File: src/rtl/io_ctrl_if.sv
// Memory-mapped register bus between a CPU-side master and the io_ctrl slave.
interface io_ctrl_if #(
    parameter int unsigned DBITS = 32
) ();
    logic [DBITS-1:0] addr;
    logic [DBITS-1:0] wdata;
    logic             we;
    logic             re;
    logic [DBITS-1:0] rdata;
    logic             rvalid;

    modport master (
        output addr, wdata, we, re,
        input  rdata, rvalid
    );

    modport slave (
        input  addr, wdata, we, re,
        output rdata, rvalid
    );
endinterface

File: src/rtl/io_ctrl.sv
// Board I/O controller: hex/LED output registers, debounced keys and switches,
// sticky change status with interrupt enables, all behind a register bus.
module io_ctrl #(
    parameter int unsigned    DBITS  = 32,
    parameter int unsigned    NKEY   = 4,
    parameter int unsigned    NSW    = 10,
    parameter int unsigned    NLEDR  = 10,
    parameter int unsigned    NHEX   = 6,
    parameter int unsigned    DEBCYC = 16,
    parameter logic [DBITS-1:0] BASE = DBITS'(32'hFFFFF000)
) (
    input  logic              clk,
    input  logic              reset,
    io_ctrl_if.slave          bus,
    input  logic [NKEY-1:0]   key_n,
    input  logic [NSW-1:0]    sw,
    output logic [NLEDR-1:0]  ledr,
    output logic [4*NHEX-1:0] hex_digits,
    output logic              irq
);

    // Keys and switches share one debounce array: keys low, switches high.
    localparam int unsigned NCH = NKEY + NSW;
    localparam int unsigned CW  = $clog2(DEBCYC);

    localparam logic [DBITS-1:0] A_HEX   = BASE;
    localparam logic [DBITS-1:0] A_LEDR  = BASE + DBITS'(32'h20);
    localparam logic [DBITS-1:0] A_KDATA = BASE + DBITS'(32'h80);
    localparam logic [DBITS-1:0] A_KSTAT = BASE + DBITS'(32'h84);
    localparam logic [DBITS-1:0] A_KIE   = BASE + DBITS'(32'h88);
    localparam logic [DBITS-1:0] A_SDATA = BASE + DBITS'(32'h90);
    localparam logic [DBITS-1:0] A_SSTAT = BASE + DBITS'(32'h94);
    localparam logic [DBITS-1:0] A_SIE   = BASE + DBITS'(32'h98);

    logic [NCH-1:0]   sync1;
    logic [NCH-1:0]   sync2;
    logic [NCH-1:0]   deb;
    logic [NCH-1:0]   chg;
    logic [CW-1:0]    cnt [NCH];
    logic [NKEY-1:0]  kstat;
    logic [NKEY-1:0]  kie;
    logic [NSW-1:0]   sstat;
    logic [NSW-1:0]   sie;
    logic [NKEY-1:0]  kclr;
    logic [NSW-1:0]   sclr;
    logic [DBITS-1:0] rd_mux;
    logic             wr_hex;
    logic             wr_ledr;
    logic             wr_kstat;
    logic             wr_kie;
    logic             wr_sstat;
    logic             wr_sie;
    logic             unused_wdata;

    assign wr_hex   = bus.we && (bus.addr == A_HEX);
    assign wr_ledr  = bus.we && (bus.addr == A_LEDR);
    assign wr_kstat = bus.we && (bus.addr == A_KSTAT);
    assign wr_kie   = bus.we && (bus.addr == A_KIE);
    assign wr_sstat = bus.we && (bus.addr == A_SSTAT);
    assign wr_sie   = bus.we && (bus.addr == A_SIE);

    assign kclr = wr_kstat ? bus.wdata[NKEY-1:0] : '0;
    assign sclr = wr_sstat ? bus.wdata[NSW-1:0]  : '0;

    // Upper write bits beyond each register width are intentionally dropped.
    assign unused_wdata = ^bus.wdata;

    // Two-flop synchronizer; keys are inverted first so 0 means released everywhere.
    always_ff @(posedge clk or posedge reset) begin
        if (reset) begin
            sync1 <= '0;
            sync2 <= '0;
        end else begin
            sync1 <= {sw, ~key_n};
            sync2 <= sync1;
        end
    end

    // Per-channel debounce: accept a new level after DEBCYC consecutive differing cycles.
    always_ff @(posedge clk or posedge reset) begin
        if (reset) begin
            deb <= '0;
            chg <= '0;
            for (int i = 0; i < NCH; i++) begin
                cnt[i] <= '0;
            end
        end else begin
            for (int i = 0; i < NCH; i++) begin
                chg[i] <= 1'b0;
                if (sync2[i] != deb[i]) begin
                    if (cnt[i] == CW'(DEBCYC - 1)) begin
                        deb[i] <= sync2[i];
                        cnt[i] <= '0;
                        chg[i] <= 1'b1;
                    end else begin
                        cnt[i] <= cnt[i] + CW'(1);
                    end
                end else begin
                    cnt[i] <= '0;
                end
            end
        end
    end

    // Writable registers; status is W1C with a coincident set taking priority.
    always_ff @(posedge clk or posedge reset) begin
        if (reset) begin
            hex_digits <= '0;
            ledr       <= '0;
            kie        <= '0;
            sie        <= '0;
            kstat      <= '0;
            sstat      <= '0;
        end else begin
            if (wr_hex)  hex_digits <= bus.wdata[4*NHEX-1:0];
            if (wr_ledr) ledr       <= bus.wdata[NLEDR-1:0];
            if (wr_kie)  kie        <= bus.wdata[NKEY-1:0];
            if (wr_sie)  sie        <= bus.wdata[NSW-1:0];
            kstat <= (kstat & ~kclr) | (chg[NKEY-1:0] & deb[NKEY-1:0]);
            sstat <= (sstat & ~sclr) | chg[NCH-1:NKEY];
        end
    end

    // Read decode from current register contents (pre-write on simultaneous we/re).
    always_comb begin
        rd_mux = '0;
        case (bus.addr)
            A_HEX:   rd_mux = DBITS'(hex_digits);
            A_LEDR:  rd_mux = DBITS'(ledr);
            A_KDATA: rd_mux = DBITS'(deb[NKEY-1:0]);
            A_KSTAT: rd_mux = DBITS'(kstat);
            A_KIE:   rd_mux = DBITS'(kie);
            A_SDATA: rd_mux = DBITS'(deb[NCH-1:NKEY]);
            A_SSTAT: rd_mux = DBITS'(sstat);
            A_SIE:   rd_mux = DBITS'(sie);
            default: rd_mux = '0;
        endcase
    end

    // Registered read port: one-cycle rvalid, data zero when idle.
    always_ff @(posedge clk or posedge reset) begin
        if (reset) begin
            bus.rdata  <= '0;
            bus.rvalid <= 1'b0;
        end else begin
            bus.rvalid <= bus.re;
            bus.rdata  <= bus.re ? rd_mux : '0;
        end
    end

    // Interrupt is a pure function of status and enable registers.
    assign irq = (|(kstat & kie)) | (|(sstat & sie));

endmodule

File: src/flat_wrapper.sv
// flat-port wrapper written by rule: the top's interface ports become plain ports
module io_ctrl_flat 
#(
    parameter int unsigned    DBITS  = 32,
    parameter int unsigned    NKEY   = 4,
    parameter int unsigned    NSW    = 10,
    parameter int unsigned    NLEDR  = 10,
    parameter int unsigned    NHEX   = 6,
    parameter int unsigned    DEBCYC = 16,
    parameter logic [DBITS-1:0] BASE = DBITS'(32'hFFFFF000)
)
  (clk, reset, key_n, sw, ledr, hex_digits, irq, bus_addr, bus_wdata, bus_we, bus_re, bus_rdata, bus_rvalid);
  io_ctrl_if #(.DBITS(DBITS)) bus_i ();
  input  logic clk;
  input  logic reset;
  input  logic [NKEY-1:0] key_n;
  input  logic [NSW-1:0] sw;
  output logic [NLEDR-1:0] ledr;
  output logic [4*NHEX-1:0] hex_digits;
  output logic irq;
  input wire logic [$bits(bus_i.addr)-1:0] bus_addr;
  input wire logic [$bits(bus_i.wdata)-1:0] bus_wdata;
  input wire logic [$bits(bus_i.we)-1:0] bus_we;
  input wire logic [$bits(bus_i.re)-1:0] bus_re;
  output wire logic [$bits(bus_i.rdata)-1:0] bus_rdata;
  output wire logic [$bits(bus_i.rvalid)-1:0] bus_rvalid;
  assign bus_i.addr = bus_addr;
  assign bus_i.wdata = bus_wdata;
  assign bus_i.we = bus_we;
  assign bus_i.re = bus_re;
  assign bus_rdata = bus_i.rdata;
  assign bus_rvalid = bus_i.rvalid;
  io_ctrl #(.DBITS(DBITS), .NKEY(NKEY), .NSW(NSW), .NLEDR(NLEDR), .NHEX(NHEX), .DEBCYC(DEBCYC), .BASE(BASE)) u_core (.clk(clk), .reset(reset), .bus(bus_i), .key_n(key_n), .sw(sw), .ledr(ledr), .hex_digits(hex_digits), .irq(irq));
endmodule
File: config.mk
export PLATFORM = sky130hd
export DESIGN_NAME = io_ctrl_flat
export DESIGN_NICKNAME = d
export VERILOG_FILES = /design/src/rtl/io_ctrl_if.sv /design/src/rtl/io_ctrl.sv /design/src/flat_wrapper.sv
export SDC_FILE = /design/constraint.sdc
export NUM_CORES = 1
export LEC_CHECK = 0
export CAP_MARGIN = 20
export CORE_ASPECT_RATIO = 2
export CORE_MARGIN = 1
export CORE_UTILIZATION = 55
export CTS_CLUSTER_SIZE = 16
export DETAILED_ROUTE_END_ITERATION = 8
export PLACE_DENSITY = 0.84
export SYNTH_ARGS = -nofsm -noshare
export SYNTH_HDL_FRONTEND = slang
export SYNTH_SLANG_ARGS = --single-unit
File: constraint.sdc
create_clock -name clk -period 11.35 [get_ports clk]
set_input_delay 1.7025 -clock clk [delete_from_list [all_inputs] [get_ports clk]]
set_output_delay 1.7025 -clock clk [all_outputs]
set_load 0.05 [all_outputs]
Word-level counts from Yosys, hierarchy flattened

Cells that the tools add are included.

Add/sub/neg operators: 14
Bitwise logic cells: 11
Eq/ne operators: 36
Muxes and demuxes: 60
Reductions and logical operators: 22

Operators with widths:

| cell                                                           | count |
|---|---|
| 32-bit == test (second input constant)                         | 8 |
| 24-bit one-hot mux with 8 select lines                         | 1 |
| 4-bit 2-to-1 mux                                               | 29 |
| 4-bit by 1-bit adder with 4-bit output (second input constant) | 14 |
| 4-bit == test (second input constant)                          | 14 |
| 1-bit 2-to-1 mux                                               | 28 |
| 2-bit AND reduction                                            | 14 |
| 24-bit 2-to-1 mux                                              | 1 |
| 10-bit AND                                                     | 2 |
| 1-bit inequality test                                          | 14 |
| 4-bit AND                                                      | 3 |
| 10-bit 2-to-1 mux                                              | 1 |
| 10-bit inverter                                                | 1 |
| 10-bit OR                                                      | 1 |
| 10-bit OR reduction                                            | 1 |
| 4-bit inverter                                                 | 2 |
| 1-bit logical AND                                              | 6 |
| 4-bit OR                                                       | 1 |
| 4-bit OR reduction                                             | 1 |
| 1-bit OR                                                       | 1 |

Word-level logic and storage cells: 182
Register bits after elaboration: 207

Longest topological paths before layout

Gate-level depths: netlist (run 1).

Word-level depth: 6
Gate-level depth with buffers: 7
Depth with buffers taken out: 5

Least setup slack after synthesis (run 1)

Ideal clock, no wire load.

Path kind: input to register
From: in bus_addr[10]
To: reg u_core.sie[8]
Arrival: 3.670 ns
Setup slack: 7.552 ns
Library setup time: 0.128 ns
Cell stages on the path: 7
Cells stage by stage: or4b_1 > or4_1 > buf_6 > buf_6 > nor4_4 > nand2_2 > mux2_1

Longest elaborated chain between the ends: 2

RTL lines:

| what                   | line               | RTL |
|---|---|---|
| start: declaration     | flat_wrapper.sv:21 | `input wire logic [$bits(bus_i.addr)-1:0] bus_addr;` |
| 32-bit == test         | io_ctrl.sv:60      | `assign wr_sie = bus.we && (bus.addr == A_SIE);` |
| 1-bit logical AND      | io_ctrl.sv:60      |  |
| end signal: assignment | io_ctrl.sv:118     | `if (wr_sie) sie <= bus.wdata[NSW-1:0];` |
| end: declaration       | io_ctrl.sv:43      | `logic [NSW-1:0] sie;` |

No other way between the ends.
A chain may end at the register's enable or synchronous reset.

Final worst setup path (run 1)

From: in bus_addr[10]
To: reg u_core.hex_digits[14]

Longest elaborated chain between the ends: 2

RTL lines:

| what                   | line           | RTL |
|---|---|---|
| 32-bit == test         | io_ctrl.sv:55  | `assign wr_hex = bus.we && (bus.addr == A_HEX);` |
| 1-bit logical AND      | io_ctrl.sv:55  |  |
| end signal: assignment | io_ctrl.sv:115 | `if (wr_hex) hex_digits <= bus.wdata[4*NHEX-1:0];` |
| end: declaration       | io_ctrl.sv:18  | `output logic [4*NHEX-1:0] hex_digits,` |

No other way between the ends.

==> results of run 1 <==
-- synth_stat cells (all sizes together), types with 2 or more instances --
| master | number |
|---|---|
| ha | 14 |
| o21ai | 14 |
| xnor2 | 28 |
| a21o | 10 |
| mux2 | 62 |
| a222oi | 11 |
| or4b | 2 |
| inv | 20 |
| nor3 | 3 |
| nand4b | 15 |
| nor4 | 13 |
| a31oi | 3 |
| a22oi | 17 |
| and3 | 14 |
| nor3b | 14 |
| a21oi | 37 |
| nand3 | 29 |
| nor2b | 15 |
| a221oi | 2 |
| dfrtp | 199 |
| nand4 | 5 |
| nor2 | 31 |
| clkbuf | 4 |
| nor4b | 2 |
| a22o | 6 |
| nand2 | 9 |
| buf | 19 |
-- power by group through the flow --
stage	Clock, mW	Sequential, mW	Combinational [mW]
2_1_floorplan	0	0.752	0.0480
3_3_place_gp	0	0.752	0.0813
3_5_place_dp	0	0.755	0.0868
4_1_cts	0.586	0.742	0.0879
5_1_grt	0.615	0.744	0.0981
6_report	0.580	0.742	0.0880
-- final timing paths --
check	startpoint	endpoint	slack [ns]	cells after the start
setup reg to reg	u_core.ledr[0]	u_core.bus.rdata[0]	9.94	4
max in group asynchronous	reset	u_core.cnt[35]	8.26	4
hold reg to reg	u_core.sync1[6]	u_core.sync2[6]	0.35	0
hold / removal	u_core.sync1[6]	u_core.sync2[6]	0.35	0
min in group asynchronous	reset	u_core.sync2[12]	1.79	2
setup / recovery	bus_addr[10]	u_core.hex_digits[14]	6.66	6
-- area by class of cell --
class | count | area [µm²]
fill | 972 | 4195
tap | 192 | 240.2
multi-input combinational | 372 | 2878
sequential | 199 | 4980
inverter | 20 | 82.58
clock inverter | 14 | 131.4
timing repair buffer | 140 | 1405
clock buffer | 18 | 439.2
-- registers in the layout, indices dropped and copies added (netlist names) --
register           flops
u_core.sync2          14
u_core.sstat          10
u_core.kie             4
u_core.kstat           4
u_core.ledr           10
u_core.bus.rdata      24
u_core.sie            10
u_core.deb            14
u_core.sync1          14
u_core.chg            14
u_core.hex_digits     24
u_core.bus.rvalid      1
u_core.cnt            56
-- metal layers --
layer  vias to the layer above  routed length (µm)  GRT usage, %
met1                      2853                6377         26.93
met2                       212               10610         49.02
met3                        57                 873         5.203
li1                       2489                   -             -
met5                         -                   0             0
met4                         0                 773         13.46
-- per-stage QoR --
step                instance area [µm²]  instances  util [%]  setup WS [ns]
floorplan                          8075        614         -          4.222
global placement                   9527        918     66.38          5.960
detailed placement                 9532        919     66.42          5.887
CTS                               10100        951     70.39          6.329
global route                      10160        955     70.77          6.515
finish                            10160        955     70.77          6.656
-- cell families (layout without fill, tap and decap cells) --
logic type                 after synthesis  count (layout)
other                                    1               8
buffers and inverters                   43             192
and+or+nand+nor                        157             157
AOI/OAI and AO/OA                      103             103
adders and majority gates               14              14
muxes                                   62              62
DFF                                    199             199
xor gates and xnor gates                28              28
==> impl_metrics.py, run 1 <==
metrics = {
    "cts": {
        "clkTransAtPathRegs_ns": 0.07,
        "post-cts-setup-buffers": 0,
        "cts_root_buf": "clkbuf_16",
        "cts.repair.resized": 0,
        "clock_latency_ns": 0.43,
        "htreeDepth": 4,
        "cts_tree": "built",
        "hold_buffers": 0,
        "cts_sinks": 199,
        "clk_path_buf_depth": 2,
        "cts_made_buffers": 17,
    },
    "place": {
        "post-dp-hpwl_um": 13250,
        "portBuffers": 133,
        "place_congestion": 0.8892,
    },
    "yosys": {
        "muxShareOfSynthArea_pct": 8.674,
        "synth_enable_flop_cells": 0,
        "synth_top_area_share_pct": 61.87,
        "synth_top_area_cell": "dfrtp_1",
        "ys_warn_count": 0,
        "yosys.area_share.simple_pct": 12.81,
        "netlist_top_cells_area": "dfrtp_1 62%, mux2_2 8.5%, xnor2_1 3.0%",
        "synth_seq_area_share_pct": 61.87,
        "synth_top_family_by_area": "simple AND/OR/NAND/NOR gates",
        "synthXorXnorAreaFrac_pct": 3.047,
        "synth_area_um2": 8049,
        "ys.flop_type": "dfrtp_1",
        "synthAdderAreaFrac_pct": 2.176,
        "async_flop_share_pct": 100.0,
        "ys_ff_latch": 199,
        "synthCells": 607,
        "synth_cell_type_count": 46,
        "synth_compound_area_share_pct": 8.565,
        "syn_avg_cell_area_um2": 13.26,
    },
    "route": {
        "totalWireLength_um": 18630,
        "wl_per_cell_um": 19.51,
        "drt-initial-drc-count": 446,
        "vias": 5611,
        "drc_errors": 0,
        "ant_nets": 0,
        "firstDrtPassIters": 5,
        "vias_per_cell": 5.875,
    },
    "sta": {
        "worst_slew_pin_slew_ns": 1.008,
        "finalSetupViolCount": 0,
        "tns_ns": 0,
        "holdWs_ns": 0.3499,
        "hold_viol": 0,
        "fmax_mhz": 213.0,
        "period_share_pct": 41.36,
        "relSlewSlack_pct": 32.21,
        "period_needed_ns": 4.694,
        "skew_ns": 0.008001,
        "rsz0062_at_grt": "no",
        "slew_violations": 0,
    },
    "grt": {
        "grt_pass1_vias": 5983,
        "overflow": 0,
        "grt_pass1_wl_um": 30120,
        "grt_usage_pct": 26.42,
        "antenna_found_initial": 0,
        "grt_max_degree": 117,
    },
    "power": {
        "clkPwrFrac_pct": 41.2,
        "internal_power_mw": 1.064,
        "ir_worst_vdd_uv": 102.4,
        "powerDensity_nw_per_um2": 138.9,
        "seqPwrFrac_pct": 52.6,
        "swShare_pct": 24.55,
        "combPwrFrac_pct": 6.2,
        "power_mw": 1.410,
        "p_switching_mw": 0.3462,
        "p_leak_nw": 4.634,
    },
    "final_layout": {
        "layout_commonest_cell": "dfrtp_1",
        "final_nets": 846,
        "drive_above_1_share_pct": 15.33,
        "diodes": 0,
        "mostFrequentLayoutCells": "199 x dfrtp_1, 133 x clkdlybuf4s50_1, 61 x mux2_2, 37 x a21oi_1, 31 x nor2_1",
        "syn_to_final_growth_pct": 26.18,
    },
    "critical_path": {
        "path_buf_inv": 1,
        "path_delay_family": "simple AND/OR/NAND/NOR gates",
        "cp_slowest_stage_delay_ns": 0.84,
        "cp_slowest_cell": "or4_1",
        "crit_chain": "clkdlybuf4s50_1 -> or4b_1 -> or4_1 -> nor4_4 -> nand2_2 -> mux2_2",
        "crit_fanout": 24,
        "worst_setup_path_start_kind": "input pin",
        "crit_required_ns": 11.66,
        "crit_arrival_ns": 5.01,
        "worstSetupPathType": "in -> reg",
        "cp-end-kind": "register",
    },
    "min_path": {
        "hp-class": "reg -> reg",
    },
    "status": {
        "status": "complete, no violations",
    },
    "die": {
        "io-pin-count": 150,
        "dieArea_um2": 15150,
        "initial_utilization_pct": 56.09,
        "core_area_um2": 14350,
        "die_w_um": 87.54,
        "rows": 62,
        "chipHeight_um": 173.1,
    },
    "flow_run": {
        "drv_cap": 0,
    },
}
(Power assumes the default switching activity.)
==> run 2: changes to the inputs <==
--- a/config.mk
+++ b/config.mk
@@ -8,10 +8,10 @@
 export CAP_MARGIN = 20
 export CORE_ASPECT_RATIO = 2
 export CORE_MARGIN = 1
-export CORE_UTILIZATION = 55
+export CORE_UTILIZATION = 47
 export CTS_CLUSTER_SIZE = 16
 export DETAILED_ROUTE_END_ITERATION = 8
-export PLACE_DENSITY = 0.84
+export PLACE_DENSITY = 0.76
 export SYNTH_ARGS = -nofsm -noshare
 export SYNTH_HDL_FRONTEND = slang
 export SYNTH_SLANG_ARGS = --single-unit
==> constraint.sdc (replaced) <==
create_clock -name clk -period 4 [get_ports clk]
set_input_delay 0.6 -clock clk [delete_from_list [all_inputs] [get_ports clk]]
set_output_delay 0.6 -clock clk [all_outputs]
set_load 0.05 [all_outputs]
==> run 2 against run 1 <==
  * Final cell count up 2.7%
  * Worst setup slack lost 5.9 ns
  * Total power grew to 2.9 times the previous value
  * First-iteration DRC count fell by 26%
==> impl_metrics.py, run 2 (same netlist as run 1, synthesis figures left out) <==
metrics = {
    "status": {
        "status": "complete, no violations",
    },
    "grt": {
        "grt_max_degree": 71,
        "overflow": 0,
        "grt_pass1_wl_um": 29540,
        "grt_pass1_vias": 5889,
        "antenna_found_initial": 0,
        "grt_usage_pct": 22.22,
    },
    "power": {
        "seqPwrFrac_pct": 52.1,
        "powerDensity_nw_per_um2": 393.5,
        "p_leak_nw": 4.676,
        "clkPwrFrac_pct": 41.7,
        "internal_power_mw": 3.127,
        "combPwrFrac_pct": 6.3,
        "p_switching_mw": 0.9174,
        "swShare_pct": 22.69,
        "ir_worst_vdd_uv": 279.5,
    },
    "cts": {
        "cts.repair.resized": 0,
        "clkTransAtPathRegs_ns": 0.07,
        "hold_buffers": 0,
        "cts_root_buf": "clkbuf_16",
        "cts_sinks": 199,
        "clock_latency_ns": 0.43,
        "clk_path_buf_depth": 2,
        "cts_tree": "built",
        "cts_made_buffers": 17,
        "htreeDepth": 4,
        "post-cts-setup-buffers": 0,
    },
    "sta": {
        "rsz0062_at_grt": "no",
        "relSlewSlack_pct": 23.22,
        "period_needed_ns": 3.220,
        "slew_violations": 0,
        "tns_ns": 0,
        "period_share_pct": 80.51,
        "finalSetupViolCount": 0,
        "setup_ws_ns": 0.7798,
        "skew_ns": 0.005098,
        "fmax_mhz": 310.5,
        "worst_slew_pin_slew_ns": 1.136,
        "hold_viol": 0,
    },
    "die": {
        "dieArea_um2": 17680,
        "io-pin-count": 150,
        "chipHeight_um": 187.1,
        "initial_utilization_pct": 48.01,
        "die_w_um": 94.54,
        "rows": 67,
        "core_area_um2": 16770,
    },
    "critical_path": {
        "worstSetupPathType": "in -> reg",
        "crit_required_ns": 4.35,
        "worstSetupEndpoint": "u_core.bus.rdata[3]",
        "worst_setup_path_start_kind": "input pin",
        "cp-end-kind": "register",
        "cp-startpoint": "bus_addr[10]",
        "crit_chain": "clkdlybuf4s50_1 -> or4b_1 -> or4_1 -> buf_4 -> nor4_4 -> a22oi_1 -> a31oi_1",
        "cp_slowest_cell": "or4_1",
        "cp_slowest_stage_delay_ns": 0.70,
        "r2r-start": "u_core.ledr[1]",
        "r2r_cells": 4,
        "crit_arrival_ns": 3.57,
        "r2r-end": "u_core.bus.rdata[1]",
        "crit_fanout": 11,
        "reg2reg_setup_slack_ns": 2.68,
    },
    "route": {
        "drc_errors": 0,
        "totalWireLength_um": 18460,
        "ant_nets": 0,
        "vias": 5542,
        "vias_per_cell": 5.649,
        "wl_per_cell_um": 18.81,
        "drt-initial-drc-count": 330,
        "firstDrtPassIters": 8,
    },
    "final_layout": {
        "drive_above_1_share_pct": 16.41,
        "top_regs": "u_core.cnt (56), u_core.bus.rdata (24), u_core.hex_digits (24)",
        "final_nets": 857,
        "syn_to_final_growth_pct": 27.70,
        "layout_commonest_cell": "dfrtp_1",
        "largest_reg_flops": 56,
        "diodes": 0,
        "regMostFlops": "u_core.cnt",
        "mostFrequentLayoutCells": "199 x dfrtp_1, 133 x clkdlybuf4s50_1, 61 x mux2_2, 37 x a21oi_1, 31 x nor2_1",
        "fin_cells": 981,
    },
    "place": {
        "dp_cells": 948,
        "portBuffers": 133,
        "dpl_worst_slack_ns": 0.3210,
        "place_congestion": 0.8842,
        "post-dp-hpwl_um": 13700,
    },
    "min_path": {
        "hp-class": "reg -> reg",
    },
    "flow_run": {
        "drv_cap": 0,
    },
}
## run 2: cell count changes in the layout (fill, tap and decap cells not counted), sizes merged
| cell | before | now |
|---|---|---|
| clkinv | 3 | 5 |
| clkbuf | 20 | 19 |
| bufinv | 0 | 2 |
| clkinvlp | 2 | 4 |
| buf | 5 | 18 |
| inv | 29 | 22 |
## run 2: through the flow
step	util, %	cell area [µm²]	total power, mW	hold WS [ns]
2_1_floorplan	-	8079	2.270	0.3312
3_3_place_gp	57.75	9683	2.376	0.3318
3_5_place_dp	57.75	9683	2.398	0.3347
4_1_cts	61.26	10270	4.086	0.3452
5_1_grt	61.31	10280	4.191	0.3532
6_report	61.31	10280	4.044	0.3433
## run 2: worst min-delay path by stage
stage	startpoint	to	slack [ns]	depth (start not counted)
finish	u_core.sync1[11]	u_core.sync2[11]	0.34	0
global route	u_core.sync1[0]	u_core.sync2[0]	0.35	0
CTS	u_core.sync1[11]	u_core.sync2[11]	0.35	0
detailed placement	u_core.sync1[10]	u_core.sync2[10]	0.33	0
global placement	u_core.sync1[2]	u_core.sync2[2]	0.33	0
floorplan	u_core.sync1[0]	u_core.sync2[0]	0.33	0
## run 2: cell type report
type | instances | area, µm²
Sequential cell | 199 | 4980
Fill cell | 1314 | 6487
Clock buffer | 19 | 442.9
Tap cell | 207 | 259.0
Multi-Input combinational cell | 372 | 2869
Clock inverter | 13 | 145.1
Inverter | 20 | 78.83
Timing Repair Buffer | 151 | 1504
## run 2: critical path, delay by kind of cell
kind | cells | cell delay (ns)
and+or+nand+nor | 3 | 1.84
buffers and inverters | 2 | 0.71
AOI/OAI and AO/OA | 2 | 0.40
## run 2: per-layer routing
layer | vias to the layer above | share of wire, % | global-route usage (%)
li1 | 2509 | - | -
met1 | 2798 | 34 | 22.61
met2 | 182 | 56 | 41.03
met3 | 53 | 4.8 | 5.081
met4 | 0 | 4.3 | 11.01
met5 | - | 0 | 0
## run 2: power groups by stage
stage               Clock (mW)  Combinational [mW]  Sequential, mW
floorplan                    0               0.137            2.13
global placement             0               0.241            2.13
detailed placement           0               0.255            2.14
CTS                       1.72               0.258            2.10
global route              1.80               0.283            2.11
finish                    1.69               0.254            2.11
==> run 3: changes to the inputs <==
--- a/config.mk
+++ b/config.mk
@@ -8,10 +8,10 @@
 export CAP_MARGIN = 20
 export CORE_ASPECT_RATIO = 2
 export CORE_MARGIN = 1
-export CORE_UTILIZATION = 47
+export CORE_UTILIZATION = 52
 export CTS_CLUSTER_SIZE = 16
 export DETAILED_ROUTE_END_ITERATION = 8
-export PLACE_DENSITY = 0.76
+export PLACE_DENSITY = 0.8
 export SYNTH_ARGS = -nofsm -noshare
 export SYNTH_HDL_FRONTEND = slang
 export SYNTH_SLANG_ARGS = --single-unit
==> constraint.sdc (replaced) <==
create_clock -name clk -period 3.1 [get_ports clk]
set_input_delay 0.465 -clock clk [delete_from_list [all_inputs] [get_ports clk]]
set_output_delay 0.465 -clock clk [all_outputs]
set_load 0.05 [all_outputs]
==> run 3 against run 2 <==
  * The run now ends with DRC left
  * Clock skew increased by 0.0022 ns
  * Critical path depth decreased by 2
  * Highest routed layer unchanged
  * Die area decreased by 9.5%
  * Register-to-register slack got worse by 0.91 ns
  * Clock power increased by 25%
  * Final cell count decreased by 0.20%
==> impl_metrics.py, run 3 (same netlist as run 1, synthesis figures left out) <==
metrics = {
    "sta": {
        "worst_slew_pin_slew_ns": 0.7567,
        "period_needed_ns": 2.886,
        "slew_violations": 0,
        "relSlewSlack_pct": 49.55,
        "fmax_mhz": 346.5,
        "finalSetupViolCount": 0,
        "holdWs_ns": 0.3452,
        "rsz0062_at_grt": "no",
        "period_share_pct": 93.09,
        "hold_viol": 0,
        "setup_ws_ns": 0.2144,
        "skew_ns": 0.007303,
    },
    "route": {
        "drc_errors": 1,
        "ant_nets": 0,
        "dr.max_layer_used": "met4",
        "vias_per_cell": 5.678,
        "drt-initial-drc-count": 373,
        "met3_length_um": 681,
        "vias": 5559,
        "totalWireLength_um": 18160,
        "dr_wl_met2_um": 10480,
        "wirelength_met1_um": 6289,
        "wl_per_cell_um": 18.55,
        "firstDrtPassIters": 9,
    },
    "die": {
        "rows": 64,
        "core_area_um2": 15210,
        "dieArea_um2": 16010,
        "initial_utilization_pct": 52.90,
        "io-pin-count": 150,
        "chipHeight_um": 177.9,
        "die_w_um": 89.98,
    },
    "grt": {
        "grt_max_degree": 141,
        "grt_usage_pct": 23.92,
        "grt_pass1_wl_um": 29530,
        "antenna_found_initial": 0,
        "grt_pass1_vias": 5892,
        "overflow": 0,
    },
    "critical_path": {
        "cp-end-kind": "primary output",
        "worstSetupPathType": "reg -> out",
        "r2r-end": "u_core.bus.rdata[1]",
        "cp_slowest_cell": "clkdlybuf4s50_1",
        "r2r_cells": 4,
        "r2r-start": "u_core.deb[1]",
        "reg2reg_setup_slack_ns": 1.77,
        "worst_setup_path_start_kind": "register",
        "cp_slowest_stage_delay_ns": 0.75,
        "crit_fanout": 3,
        "crit_arrival_ns": 2.42,
        "crit_required_ns": 2.63,
        "crit_chain": "a22oi_1 -> nand2_1 -> a221oi_1 -> nand4_1 -> clkdlybuf4s50_1",
    },
    "final_layout": {
        "n_fill_cell": 1082,
        "final_nets": 866,
        "final_util_pct": 67.87,
        "syn_to_final_growth_pct": 28.29,
        "diodes": 0,
        "fin_cells": 979,
        "mostFrequentLayoutCells": "199 x dfrtp_1, 133 x clkdlybuf4s50_1, 61 x mux2_2, 37 x a21oi_1, 31 x nor2_1",
        "drive_above_1_share_pct": 17.16,
        "layout_commonest_cell": "dfrtp_1",
        "top_regs": "u_core.cnt (56), u_core.bus.rdata (24), u_core.hex_digits (24)",
        "regMostFlops": "u_core.cnt",
        "largest_reg_flops": 56,
    },
    "place": {
        "post-dp-hpwl_um": 13310,
        "place_congestion": 0.8971,
        "portBuffers": 133,
        "dp_cells": 949,
        "dpl_worst_slack_ns": -0.1661,
    },
    "cts": {
        "cts.repair.resized": 0,
        "clock_latency_ns": 0.42,
        "cts_tree": "built",
        "post-cts-setup-buffers": 0,
        "cts_made_buffers": 17,
        "hold_buffers": 0,
        "clkTransAtPathRegs_ns": 0.07,
        "clk_path_buf_depth": 2,
        "cts_sinks": 199,
        "cts_root_buf": "clkbuf_16",
        "htreeDepth": 4,
    },
    "min_path": {
        "min-delay-start": "u_core.sync1[11]",
        "hold_depth": 0,
        "hp-class": "reg -> reg",
        "worstHoldEndpoint": "u_core.sync2[11]",
    },
    "power": {
        "ir_worst_vdd_uv": 406.5,
        "p_leak_nw": 4.717,
        "powerDensity_nw_per_um2": 500.0,
        "power_mw": 5.163,
    },
    "flow_run": {
        "drv_cap": 0,
    },
    "status": {
        "status": "complete, but fails checks",
        "violations": "DRC",
    },
}
-- run 3: critical path: cells and delay by family, from the launching register on --
kind | cells | cell delay (ns)
AOI/OAI and AO/OA | 2 | 0.52
and+or+nand+nor | 2 | 0.31
buffers and inverters | 1 | 0.75
DFF | 1 | 0.42
-- run 3: area by class of cell --
cell class	count	area (µm²)	share of cell area (%)
multi-input cells	372	2869	27.78
well taps	198	247.7	2.399
repair buffers	160	1584	15.34
inverters	20	78.83	0.7634
flip-flops and latches	199	4980	48.22
clock inverters	11	123.9	1.200
clock buffers	19	442.9	4.289
-- run 3: routing by layer --
metal  vias to the layer above  GRT usage, %
met5                         -             0
met4                         0         12.70
met3                        45         4.370
met2                       180         46.28
met1                      2814         23.92
li1                       2520             -
-- run 3: worst max path at each step --
stage	from	to	slack (ns)	cells after the start
floorplan	reset	u_core.bus.rdata[0]	0.06	1
global placement	bus_addr[10]	u_core.bus.rdata[3]	-0.01	7
detailed placement	bus_addr[10]	u_core.bus.rdata[7]	-0.17	8
CTS	u_core.kstat[2]	irq	0.23	5
global route	bus_addr[10]	u_core.bus.rdata[7]	0.10	8
finish	u_core.sie[6]	irq	0.21	5
-- run 3: report_power, final --
group          internal (mW)  switching, mW  leakage, nW  total (mW)
clock                   1.20          0.921        0.271        2.12
sequential              2.66         0.0562         2.68        2.72
combinational          0.152          0.170         1.77       0.323
-- run 3: stage by stage --
| stage | TNS (ns) | area (µm²) |
|---|---|---|
| final | 0 | 10330 |
| after global routing | 0 | 10330 |
| after CTS | 0 | 10330 |
| after detailed placement | -1.711 | 9759 |
| after global placement | -0.02731 | 9752 |
| after floorplan | 0 | 8079 |
